<file path="config.mk">
export PLATFORM = sky130hd
export DESIGN_NAME = cpu_mem_loader
export DESIGN_NICKNAME = d
export VERILOG_FILES = /design/src/rtl/cpu_mem_loader.sv
export SDC_FILE = /design/constraint.sdc
export NUM_CORES = 1
export LEC_CHECK = 0
export BUFFER_PORTS_ARGS = -buffer_cell sky130_fd_sc_hd__buf_2
export CAP_MARGIN = 20
export CORE_MARGIN = 4
export CORE_UTILIZATION = 38
export DETAILED_ROUTE_END_ITERATION = 6
export PLACE_DENSITY_LB_ADDON = 0.25
export REMOVE_ABC_BUFFERS = 1
export SYNTH_ARGS = -nofsm -noshare
export SYNTH_HDL_FRONTEND = slang
export SYNTH_SLANG_ARGS = --single-unit
export TNS_END_PERCENT = 50
</file>
<file path="constraint.sdc">
create_clock -name clk -period 3.2 [get_ports clk]
set_input_delay 0.16 -clock clk [delete_from_list [all_inputs] [get_ports clk]]
set_output_delay 0.16 -clock clk [all_outputs]
set_load 0.01 [all_outputs]
</file>
<file path="src/rtl/cpu_mem_loader.sv">
// Streams a memory image into the cpu's external dmem/imem ports, then releases the cpu.
// Dmem is written first (port _2), then imem (port 1); cpu_enable rises after a settle gap.
module cpu_mem_loader #(
   parameter int unsigned IMEM_SIZE     = 512,
   parameter int unsigned DMEM_SIZE     = 1024,
   parameter int unsigned SETTLE_CYCLES = 1
) (
   input  logic        clk,
   input  logic        rst,
   input  logic        start,
   input  logic [9:0]  imem_words,
   input  logic [10:0] dmem_words,
   input  logic        in_valid,
   output logic        in_ready,
   input  logic [63:0] in_data,
   input  logic        halt,
   output logic [63:0] addr_ext,
   output logic        wen_ext,
   output logic        ren_ext,
   output logic [31:0] wdata_ext,
   output logic [63:0] addr_ext_2,
   output logic        wen_ext_2,
   output logic        ren_ext_2,
   output logic [63:0] wdata_ext_2,
   output logic        cpu_enable,
   output logic        busy,
   output logic        done,
   output logic        error
);

   localparam logic [2:0] ST_IDLE   = 3'd0;
   localparam logic [2:0] ST_LOAD_D = 3'd1;
   localparam logic [2:0] ST_LOAD_I = 3'd2;
   localparam logic [2:0] ST_SETTLE = 3'd3;
   localparam logic [2:0] ST_RUN    = 3'd4;

   localparam logic [10:0] IMEM_MAX    = 11'(IMEM_SIZE);
   localparam logic [11:0] DMEM_MAX    = 12'(DMEM_SIZE);
   localparam logic [15:0] SETTLE_LAST = 16'(SETTLE_CYCLES);

   logic [2:0]  state_q, state_d;
   logic [10:0] dcnt_q, dcnt_d;
   logic [9:0]  icnt_q, icnt_d;
   logic [10:0] idx_q, idx_d;
   logic [15:0] idle_q, idle_d;
   logic        wen_q, wen_d;
   logic [63:0] waddr_q, waddr_d;
   logic [31:0] wdata_q, wdata_d;
   logic        wen2_q, wen2_d;
   logic [63:0] waddr2_q, waddr2_d;
   logic [63:0] wdata2_q, wdata2_d;
   logic        cpu_en_q, cpu_en_d;
   logic        done_q, done_d;
   logic        error_q, error_d;
   logic        beat;

   assign in_ready = ((state_q == ST_LOAD_D) && (idx_q < dcnt_q)) ||
                     ((state_q == ST_LOAD_I) && (idx_q < {1'b0, icnt_q}));
   assign beat     = in_valid & in_ready;

   always_comb begin
      state_d  = state_q;
      dcnt_d   = dcnt_q;
      icnt_d   = icnt_q;
      idx_d    = idx_q;
      cpu_en_d = cpu_en_q;
      error_d  = error_q;
      done_d   = 1'b0;
      wen_d    = 1'b0;
      waddr_d  = '0;
      wdata_d  = '0;
      wen2_d   = 1'b0;
      waddr2_d = '0;
      wdata2_d = '0;
      // idle_q counts cycles since the most recent write strobe, saturating
      idle_d   = (idle_q >= SETTLE_LAST) ? idle_q : idle_q + 16'd1;

      case (state_q)
         ST_IDLE: begin
            if (start) begin
               if (({1'b0, imem_words} > IMEM_MAX) || ({1'b0, dmem_words} > DMEM_MAX)) begin
                  error_d = 1'b1;
               end else begin
                  dcnt_d  = dmem_words;
                  icnt_d  = imem_words;
                  idx_d   = '0;
                  idle_d  = '0;
                  error_d = 1'b0;
                  state_d = ST_LOAD_D;
               end
            end
         end
         ST_LOAD_D: begin
            if (dcnt_q == 11'd0) begin
               idx_d   = '0;
               state_d = ST_LOAD_I;
            end else if (beat) begin
               wen2_d   = 1'b1;
               waddr2_d = {50'd0, idx_q, 3'd0};
               wdata2_d = in_data;
               if (idx_q + 11'd1 == dcnt_q) begin
                  idx_d   = '0;
                  state_d = ST_LOAD_I;
               end else begin
                  idx_d = idx_q + 11'd1;
               end
            end
         end
         ST_LOAD_I: begin
            if (icnt_q == 10'd0) begin
               state_d = ST_SETTLE;
            end else if (beat) begin
               wen_d   = 1'b1;
               waddr_d = {51'd0, idx_q, 2'd0};
               wdata_d = in_data[31:0];
               if (idx_q + 11'd1 == {1'b0, icnt_q}) begin
                  idx_d   = '0;
                  state_d = ST_SETTLE;
               end else begin
                  idx_d = idx_q + 11'd1;
               end
            end
         end
         ST_SETTLE: begin
            if (idle_q >= SETTLE_LAST) begin
               cpu_en_d = 1'b1;
               state_d  = ST_RUN;
            end
         end
         ST_RUN: begin
            if (halt) begin
               cpu_en_d = 1'b0;
               done_d   = 1'b1;
               state_d  = ST_IDLE;
            end
         end
         default: state_d = ST_IDLE;
      endcase

      if (wen_d || wen2_d) begin
         idle_d = '0;
      end
   end

   always_ff @(posedge clk) begin
      if (rst) begin
         state_q  <= ST_IDLE;
         dcnt_q   <= '0;
         icnt_q   <= '0;
         idx_q    <= '0;
         idle_q   <= '0;
         wen_q    <= 1'b0;
         waddr_q  <= '0;
         wdata_q  <= '0;
         wen2_q   <= 1'b0;
         waddr2_q <= '0;
         wdata2_q <= '0;
         cpu_en_q <= 1'b0;
         done_q   <= 1'b0;
         error_q  <= 1'b0;
      end else begin
         state_q  <= state_d;
         dcnt_q   <= dcnt_d;
         icnt_q   <= icnt_d;
         idx_q    <= idx_d;
         idle_q   <= idle_d;
         wen_q    <= wen_d;
         waddr_q  <= waddr_d;
         wdata_q  <= wdata_d;
         wen2_q   <= wen2_d;
         waddr2_q <= waddr2_d;
         wdata2_q <= wdata2_d;
         cpu_en_q <= cpu_en_d;
         done_q   <= done_d;
         error_q  <= error_d;
      end
   end

   assign addr_ext    = waddr_q;
   assign wen_ext     = wen_q;
   assign ren_ext     = 1'b0;
   assign wdata_ext   = wdata_q;
   assign addr_ext_2  = waddr2_q;
   assign wen_ext_2   = wen2_q;
   assign ren_ext_2   = 1'b0;
   assign wdata_ext_2 = wdata2_q;
   assign cpu_enable  = cpu_en_q;
   assign busy        = (state_q != ST_IDLE);
   assign done        = done_q;
   assign error       = error_q;

endmodule

</file>
## Word level (Yosys, flattened, before mapping)

Cells that the tools add are included.

- Word-level logic and storage cells: 101
- Output and inout port bits: 233
- Memory bits (read-only): 0
- Bits in writable memories: 0
- Bits of input ports: 90
- Register bits after elaboration: 280
- Bits in latches: 0
- Memories: 0

- Add/sub/neg operators: 2
- Equality and inequality tests: 16
- Bitwise gates (word level): 6
- Multipliers: 0
- Muxes and demuxes: 34
- Shift-type cells: 0
- Reduce and logical (&&, ||, !) cells: 22
- Divide/modulo/power cells: 0
- Magnitude comparators: 5

Operators by type and width:

| operator | count |
|---|---|
| $mux 11 | 8 |
| $mux 16 | 4 |
| $pmux 11 s3 | 1 |
| $mux 3 | 10 |
| $add 16x1->16 const B | 1 |
| $ge 16x1->1 const B | 1 |
| $pmux 3 s5 | 1 |
| $ne 2x2->1 const B | 6 |
| $add 11x1->11 const B | 1 |
| $eq 11x10->1 | 1 |
| $eq 11x11->1 | 1 |
| $gt 11x11->1 const B | 1 |
| $logic_not 11->1 | 1 |
| $lt 11x10->1 | 1 |
| $lt 11x11->1 | 1 |
| $gt 10x10->1 const B | 1 |
| $logic_not 10->1 | 1 |
| $mux 1 | 9 |
| $reduce_and 8->1 | 1 |
| $reduce_or 4->1 | 2 |
| $eq 3x2->1 const B | 2 |
| $ne 3x1->1 const B | 2 |
| $ne 3x2->1 const B | 2 |
| $reduce_and 3->1 | 2 |
| 14 further kinds | 24 |

## Depth between registers and ports, before layout

Gate-level depths: netlist of the first run.

- Depth in word-level cells: 9
- Mapped depth: 11
- Depth with buffers taken out: 10

## Worst setup path after synthesis of the first run

OpenSTA, ideal clock, no wires.

- Kind: reg-to-reg
- Start: register idx_q[1]
- End: register idx_q[8]
- Required time: 3.078 ns
- Path slack: 0.547 ns
- Clock period less this slack: 2.653 ns
- Data arrival time: 2.532 ns
- Library setup time: 0.122 ns
- Path buffers: 1
- Cell stages (with the launch flop): 11
- Path through: dfxtp_1 -> ha_1 -> nand4_1 -> or3_1 -> nand3_1 -> o211ai_1 -> o31ai_1 -> a21boi_1 -> buf_4 -> nor3_1 -> a221o_1

- Longest elaborated chain between the ends: 6
- Elaborated cells between the ends (all ways): 19
- Those cells by class: 1 x add/sub; 2 x order compare; 4 x eq/ne; 7 x mux; 1 x bitwise; 4 x reduce/logical

Ends and longest elaborated chain:

| item | line | source |
|---|---|---|
| from (decl) | 44 | `logic [10:0] idx_q, idx_d;` |
| from (signal assigned) | 165 | `idx_q <= idx_d;` |
| $add 11x1->11, or another cell as far along | n/a |  |
| $eq 11x10->1, or another cell as far along | 116 | `if (idx_q + 11'd1 == {1'b0, icnt_q}) begin` |
| $mux 11, or another cell as far along | 116 |  |
| $mux 11, or another cell as far along | 112 | `end else if (beat) begin` |
| $mux 11, or another cell as far along | 110 | `if (icnt_q == 10'd0) begin` |
| $pmux 11 s3 / $reduce_and 6->1 (equally long branches) | n/a |  |

Parallel ways exist; a longest one is shown, timed or not. The select of a mux whose other input is x is not followed.
A chain may end at the register's enable or synchronous reset.

## Final worst setup path of the first run

- Start: register idx_q[6]
- End: register idx_q[5]

- Longest elaborated chain between the ends: 6
- Elaborated cells between the ends (all ways): 19
- Those cells by class: 1 x add/sub; 2 x order compare; 4 x eq/ne; 7 x mux; 1 x bitwise; 4 x reduce/logical

Ends and longest elaborated chain:

| item | line |
|---|---|
| $add 11x1->11, or another cell as far along | 101, 116 |
| $eq 11x10->1, or another cell as far along | 116 |
| $mux 11, or another cell as far along | 116 |
| $mux 11, or another cell as far along | 112 |
| $mux 11, or another cell as far along | 110 |
| $pmux 11 s3 / $reduce_and 6->1 (equally long branches) | n/a |

Parallel ways exist; a longest one is shown, timed or not. The select of a mux whose other input is x is not followed.

==> results of run 1 <==
[flip-flops by register name (all words and copies together) (netlist names), 3 cells and up]
signal,flops
addr_ext,11
addr_ext_2,11
dcnt_q,11
icnt_q,10
idle_q,16
idx_q,11
state_q,3
wdata_ext,32
wdata_ext_2,64
[power groups by stage]
stage | registers (µW) | clock network (µW) | logic, µW
6_report | 2280 | 2030 | 788
5_1_grt | 2290 | 2180 | 876
4_1_cts | 2280 | 2100 | 774
3_5_place_dp | 2330 | 0 | 689
3_3_place_gp | 2330 | 0 | 682
2_1_floorplan | 2310 | 0 | 456
[per-layer routing]
| layer | GRT usage [%] | vias up |
|---|---|---|
| met4 | 5.96 | 0 |
| met2 | 29.3 | 271 |
| met5 | 0 | - |
| met1 | 22.3 | 2695 |
| li1 | - | 2922 |
| met3 | 4.23 | 30 |
[cell usage after synthesis (7+ instances only)]
| library cell | n | area, µm² |
|---|---|---|
| ha_1 | 25 | 313 |
| xnor2_1 | 16 | 140 |
| clkbuf_1 | 25 | 93.8 |
| and2_1 | 117 | 732 |
| mux2i_1 | 22 | 220 |
| nand2_1 | 18 | 67.6 |
| a21oi_1 | 22 | 110 |
| nor3_1 | 15 | 75.1 |
| buf_4 | 109 | 818 |
| nor2_1 | 53 | 199 |
| o21ai_0 | 7 | 35.0 |
| nand4_1 | 7 | 43.8 |
| nor4_1 | 16 | 100 |
| nand3_1 | 11 | 55.1 |
| inv_1 | 39 | 146 |
| dfxtp_1 | 174 | 3480 |
| o31ai_1 | 8 | 60.1 |
[area by class of cell]
cell class | instances | area (µm²)
Inverter | 39 | 146
Sequential cell | 174 | 3480
Clock inverter | 15 | 174
Tap cell | 260 | 325
Clock buffer | 17 | 425
Timing Repair Buffer | 314 | 2060
Multi-Input combinational cell | 522 | 3200
Fill cell | 1700 | 9020
[critical path: cells and delay by family, from the launching register on]
family | cells | cell delay [ns]
compound gates | 6 | 1.36
flops | 1 | 0.62
simple gates | 1 | 0.54
fa+ha+maj | 1 | 0.35
[worst min-delay path by stage]
| stage | endpoint | slack, ns | from | cells past startpoint |
|---|---|---|---|---|
| floorplan | cpu_enable | 0.23 | rst | 1 |
| global placement | wdata_ext_2[40] | 0.36 | in_data[40] | 2 |
| detailed placement | wdata_ext_2[51] | 0.36 | in_data[51] | 2 |
| CTS | done | 0.02 | halt | 3 |
| global route | done | 0.05 | halt | 3 |
| finish | icnt_q[9] | 0.03 | imem_words[9] | 3 |
[timing repair]
item | 4_1_cts | 5_1_grt
endpoints found under the setup margin | 0 | 11
hold buffers | 84 | 0
gates resized for setup | 0 | 6
hold endpoints to repair | 116 | 0
[placed cells by master, fill, tap and decap left out, types with 11 or more instances in the layout]
cell type / count
a21oi_1: 22
and2_1: 117
buf_2: 214
buf_4: 14
clkbuf_16: 17
conb_1: 109
dfxtp_1: 173
dlygate4sd3_1: 84
ha_1: 24
inv_1: 39
mux2i_1: 22
nand2_1: 18
nand3_1: 11
nor2_1: 51
nor3_1: 14
nor4_1: 16
xnor2_1: 16
[per-stage QoR]
| stage | area, µm² | utilization [%] | cells | setup TNS (ns) | hold slack, ns |
|---|---|---|---|---|---|
| floorplan | 6800 | - | 735 | -22.59 | 0.229 |
| global placement | 8350 | 44.4 | 1225 | 0 | 0.359 |
| detailed placement | 8350 | 44.4 | 1225 | 0 | 0.361 |
| CTS | 9790 | 52.0 | 1341 | 0 | 0.0202 |
| global route | 9810 | 52.1 | 1341 | -0.00290 | 0.0455 |
| finish | 9810 | 52.1 | 1341 | 0 | 0.0340 |
[cells by family (layout without fill, tap and decap cells)]
group,Yosys count,count (layout),synth area share [%]
AND/OR/NAND/NOR,273,273,20.9
buffers and inverters,181,385,14.9
flip-flops,174,174,47.5
AO/OA/AOI/OAI,71,71,6.72
adder cells (fa/ha/maj),25,25,4.26
XOR/XNOR,22,22,2.73
multiplexers,22,22,3.00
other,1,109,0.0511
==> impl_metrics.ini, run 1 <==
[status]
status = completed

[worst_setup_path]
crit_path_end_kind = register
cp-start-kind = register
crit_required_ns = 3.57
arrival_ns = 3.30
crit_chain = ha_1 > a41o_1 > a21oi_1 > o211a_1 > o21ai_1 > a211o_1 > nor3_2 > a22o_1
ff2ff_path_depth = 8
crit_end = idx_q[5]
regToRegSetupSlack_ns = 0.26
timing.rr.end = idx_q[5]
critPathSlowestCell = dfxtp_1
crit_start = idx_q[6]
regToRegStartpoint = idx_q[6]
slowest_delay_ns = 0.62
path_max_fanout = 13
crit_type = register to register

[clocking]
cts_sinks = 174
clockRootBuffer = clkbuf_16
clkTransAtPathRegs_ns = 0.07
h-tree-depth = 4
cts_tree = yes
cts-buffers-inserted = 17
post_cts_buffers = 0
clkLatencyLatePin_ns = 0.43
clock_path_buffers = 2

[floorplanning]
core_um2 = 18800
die_h_um = 147
die-area_um2 = 21600
die_w_um = 147
initial_core_util_pct = 39.0
io_pins = 323
num_rows = 50

[sta]
finalHoldViolCount = 0
fin_ws_ns = 0.262
fmax_mhz = 340
clock_skew_ns = 0.0104
slew_viol_final = 0
worst_pin_slew_ns = 0.592
max-slew-margin-rel_pct = 60.3
finalSetupViolCount = 0
post-route-period-util_pct = 91.8
rsz0062_at_grt = true
period_minus_slack_ns = 2.94

[power_and_ir_drop]
p_int_uw = 3600
p_comb_share_pct = 15.5
ir_worst_vdd_mv = 0.341
p_clk_share_pct = 39.9
switching_share_pct = 29.4
p_switching_uw = 1500
power_uw = 5100
powerDensity_nw_per_um2 = 520
p_leak_uw = 0.00467
seqPwrFrac_pct = 44.7

[placed_design]
gp_congestion = 0.890
dp_hpwl_um = 13700
port-buffer-count = 214
post-place-ws_ns = 0.154

[yosys]
synth-seq-area-share_pct = 47.5
ys_seq_elements = 174
synth_cell_types = 54
avgSynthCellArea_um2 = 9.55
synth_ff_type = dfxtp_1
yosysWarnings = 0
synthArstFlopShare_pct = 0
mappedNetlistArea_um2 = 7340
syn_inst = 769
synth_edf_count = 0

[layout]
nets = 1183
drive_above_1_share_pct = 25.3
num_antenna_cells = 0
area_delta_synth_final_pct = 33.7

[job]
cap_violations = 0

[route]
drcViolationCount = 0
vias_per_cell = 4.41
wl_per_cell_um = 14.6
firstDrtPassIters = 5
wl_met3_um = 1530
wl_met2_um = 9090
routed_wl_um = 19600
drt-initial-drc-count = 249
final_antenna_net_count = 0
wl_met1_um = 8520
vias = 5918
top_layer = met4

[global_route]
grt_pass1_wl_um = 30300
gr-total-overflow = 0
track_usage_pct = 17.5
grt_max_degree = 76
grt_pass1_vias = 5770
antenna_found_initial = 0

[worst_hold_path]
hp-class = input port to register
No activity file was read; power rests on OpenSTA's default activity.
==> inputs of run 2 (changes only) <==
--- a/config.mk
+++ b/config.mk
@@ -11,7 +11,6 @@
 export CORE_UTILIZATION = 38
 export DETAILED_ROUTE_END_ITERATION = 6
 export PLACE_DENSITY_LB_ADDON = 0.25
-export REMOVE_ABC_BUFFERS = 1
 export SYNTH_ARGS = -nofsm -noshare
 export SYNTH_HDL_FRONTEND = slang
 export SYNTH_SLANG_ARGS = --single-unit
==> run 2 against run 1 <==
Effect of this change:
- clock power rose by 3%
- sequential cell count unchanged
- routed wire length decreased by 1.3%
- register-to-register slack worse by 0.02 ns
- setup slack lost 0.016 ns
- via count down 1.5%
- largest power group unchanged
- critical path depth is 2 higher
- clock skew hardly changed
- global-route usage shrank 0.40 points
- fmax down 0.53%
- highest routed layer unchanged
==> impl_metrics.ini, run 2 (same netlist as run 1, synthesis figures left out) <==
[sta]
max-slew-margin-rel_pct = 46.3
worst_pin_slew_ns = 0.806
rsz0062_at_grt = false
clock_skew_ns = 0.0103
finalHoldViolCount = 0
fmax_mhz = 339
post-route-period-util_pct = 92.3
slew_viol_final = 0
fin_setup_tns_ns = 0
period_minus_slack_ns = 2.95
fin_ws_ns = 0.247
finalSetupViolCount = 0

[power_and_ir_drop]
powerDensity_nw_per_um2 = 526
switching_share_pct = 28.6
power_uw = 5160
p_clk_share_pct = 40.6
ir_worst_vdd_mv = 0.319
p_leak_uw = 0.00469
p_comb_share_pct = 15.3
p_switching_uw = 1480
seqPwrFrac_pct = 44.0
p_int_uw = 3680

[placed_design]
post-place-ws_ns = 0.0401
gp_congestion = 0.906
dp_hpwl_um = 14100
port-buffer-count = 214

[layout]
drive_above_1_share_pct = 25.6
nets = 1184
largest_reg_flops = 64
layout_commonest_cell = buf_2
nFillCells = 1735
layout_common_cells = buf_2 (214), dfxtp_1 (174), and2_1 (117)
seq_area_um2 = 3480
area_delta_synth_final_pct = 33.6
multi_input_area_um2 = 3190
num_antenna_cells = 0

[global_route]
grt_util_met3_pct = 3.86
grt_pass1_wl_um = 29600
use_met2_pct = 28.3
antenna_found_initial = 0
grt_pass1_vias = 5585
track_usage_pct = 17.1
grt.busiest_layer = met2
use_met1_pct = 22.1
gr-total-overflow = 0
grt_max_degree = 44

[worst_setup_path]
crit_required_ns = 3.51
regToRegSetupSlack_ns = 0.25
crit_type = register to register
path_max_fanout = 8
regToRegStartpoint = idx_q[0]
arrival_ns = 3.26
timing.rr.end = idx_q[6]
cp-start-kind = register
crit_end = idx_q[6]
ff2ff_path_depth = 10
crit_path_end_kind = register
crit_start = idx_q[0]

[job]
cap_violations = 0

[clocking]
cts-buffers-inserted = 17
cts_tree = yes
clock_path_buffers = 2
post_cts_buffers = 0
clockRootBuffer = clkbuf_16
clkTransAtPathRegs_ns = 0.07
h-tree-depth = 4
clkLatencyLatePin_ns = 0.42
cts_sinks = 174

[status]
status = completed

[route]
firstDrtPassIters = 5
routed_wl_um = 19300
drt-initial-drc-count = 325
drcViolationCount = 0
vias = 5827
final_antenna_net_count = 0
wl_per_cell_um = 14.4
vias_per_cell = 4.34

[floorplanning]
die_w_um = 147
die_h_um = 147
num_rows = 50
die-area_um2 = 21600
core_um2 = 18800
initial_core_util_pct = 39.0
io_pins = 323

[worst_hold_path]
hp-class = input port to register
-- run 2: cell count changes in the layout (fill, tap and decap cells not counted), moves of 2 or more --
| cell | delta |
|---|---|
| dlygate4sd3_1 | -3 |
| buf_4 | +5 |
| clkinv_8 | -3 |
| inv_8 | +3 |
| inv_6 | -2 |
-- run 2: layout make-up --
cell class / instances / share of cell area [%]
Clock inverter: 15 / 1.93
Tap cell: 260 / 3.32
Multi-Input combinational cell: 522 / 32.6
Clock buffer: 17 / 4.34
Timing Repair Buffer: 315 / 20.8
Inverter: 39 / 1.49
Sequential cell: 174 / 35.5
-- run 2: layer usage --
| layer | vias up | part of all wire [%] | wire [µm] |
|---|---|---|---|
| met5 | - | 0 | 0 |
| met4 | 0 | 2.2 | 431 |
| met3 | 31 | 7.0 | 1360 |
| met2 | 262 | 47 | 9080 |
| met1 | 2602 | 44 | 8460 |
| li1 | 2932 | - | - |
-- run 2: worst min-delay path by stage --
stage | endpoint | cells past startpoint | slack (ns) | start
6_report | dcnt_q[6] | 3 | 0.02 | dmem_words[6]
3_3_place_gp | wdata_ext_2[41] | 2 | 0.36 | in_data[41]
5_1_grt | icnt_q[9] | 3 | 0.01 | imem_words[9]
2_1_floorplan | wdata_ext[0] | 1 | 0.28 | in_data[0]
3_5_place_dp | wdata_ext_2[39] | 2 | 0.36 | in_data[39]
4_1_cts | dcnt_q[6] | 3 | 0.002 | dmem_words[6]
-- run 2: critical path, stage by stage, from the launching register on --
cell and delay, ns:
dfxtp_1 0.44, ha_2 0.30, and4_1 0.27, nand2_1 0.15, or4_1 0.52, o31ai_1 0.11, nand4_1 0.25, a21boi_2 0.28
buf_4 0.20, nor3_1 0.05, a221o_1 0.28
-- run 2: repair_timing --
| action | 4_1_cts | 5_1_grt |
|---|---|---|
| hold buffers | 81 | 0 |
| endpoints found under the setup margin | 0 | 8 |
| resized for setup | 0 | 5 |
| hold endpoints to repair | 113 | 0 |
-- run 2: power by group through the flow --
stage	combinational [µW]	sequential [µW]	clock (µW)
5_1_grt	879	2280	2250
4_1_cts	779	2270	2150
6_report	791	2270	2100
3_3_place_gp	693	2320	0
2_1_floorplan	595	2300	0
3_5_place_dp	694	2320	0
-- run 2: through the flow --
stage | instances | area [µm²] | hold WS, ns | util [%]
6_report | 1342 | 9810 | 0.0160 | 52.1
5_1_grt | 1342 | 9810 | 0.0150 | 52.1
4_1_cts | 1342 | 9790 | 0.00173 | 52.0
3_5_place_dp | 1229 | 8370 | 0.362 | 44.4
3_3_place_gp | 1229 | 8370 | 0.359 | 44.4
2_1_floorplan | 877 | 7750 | 0.282 | -
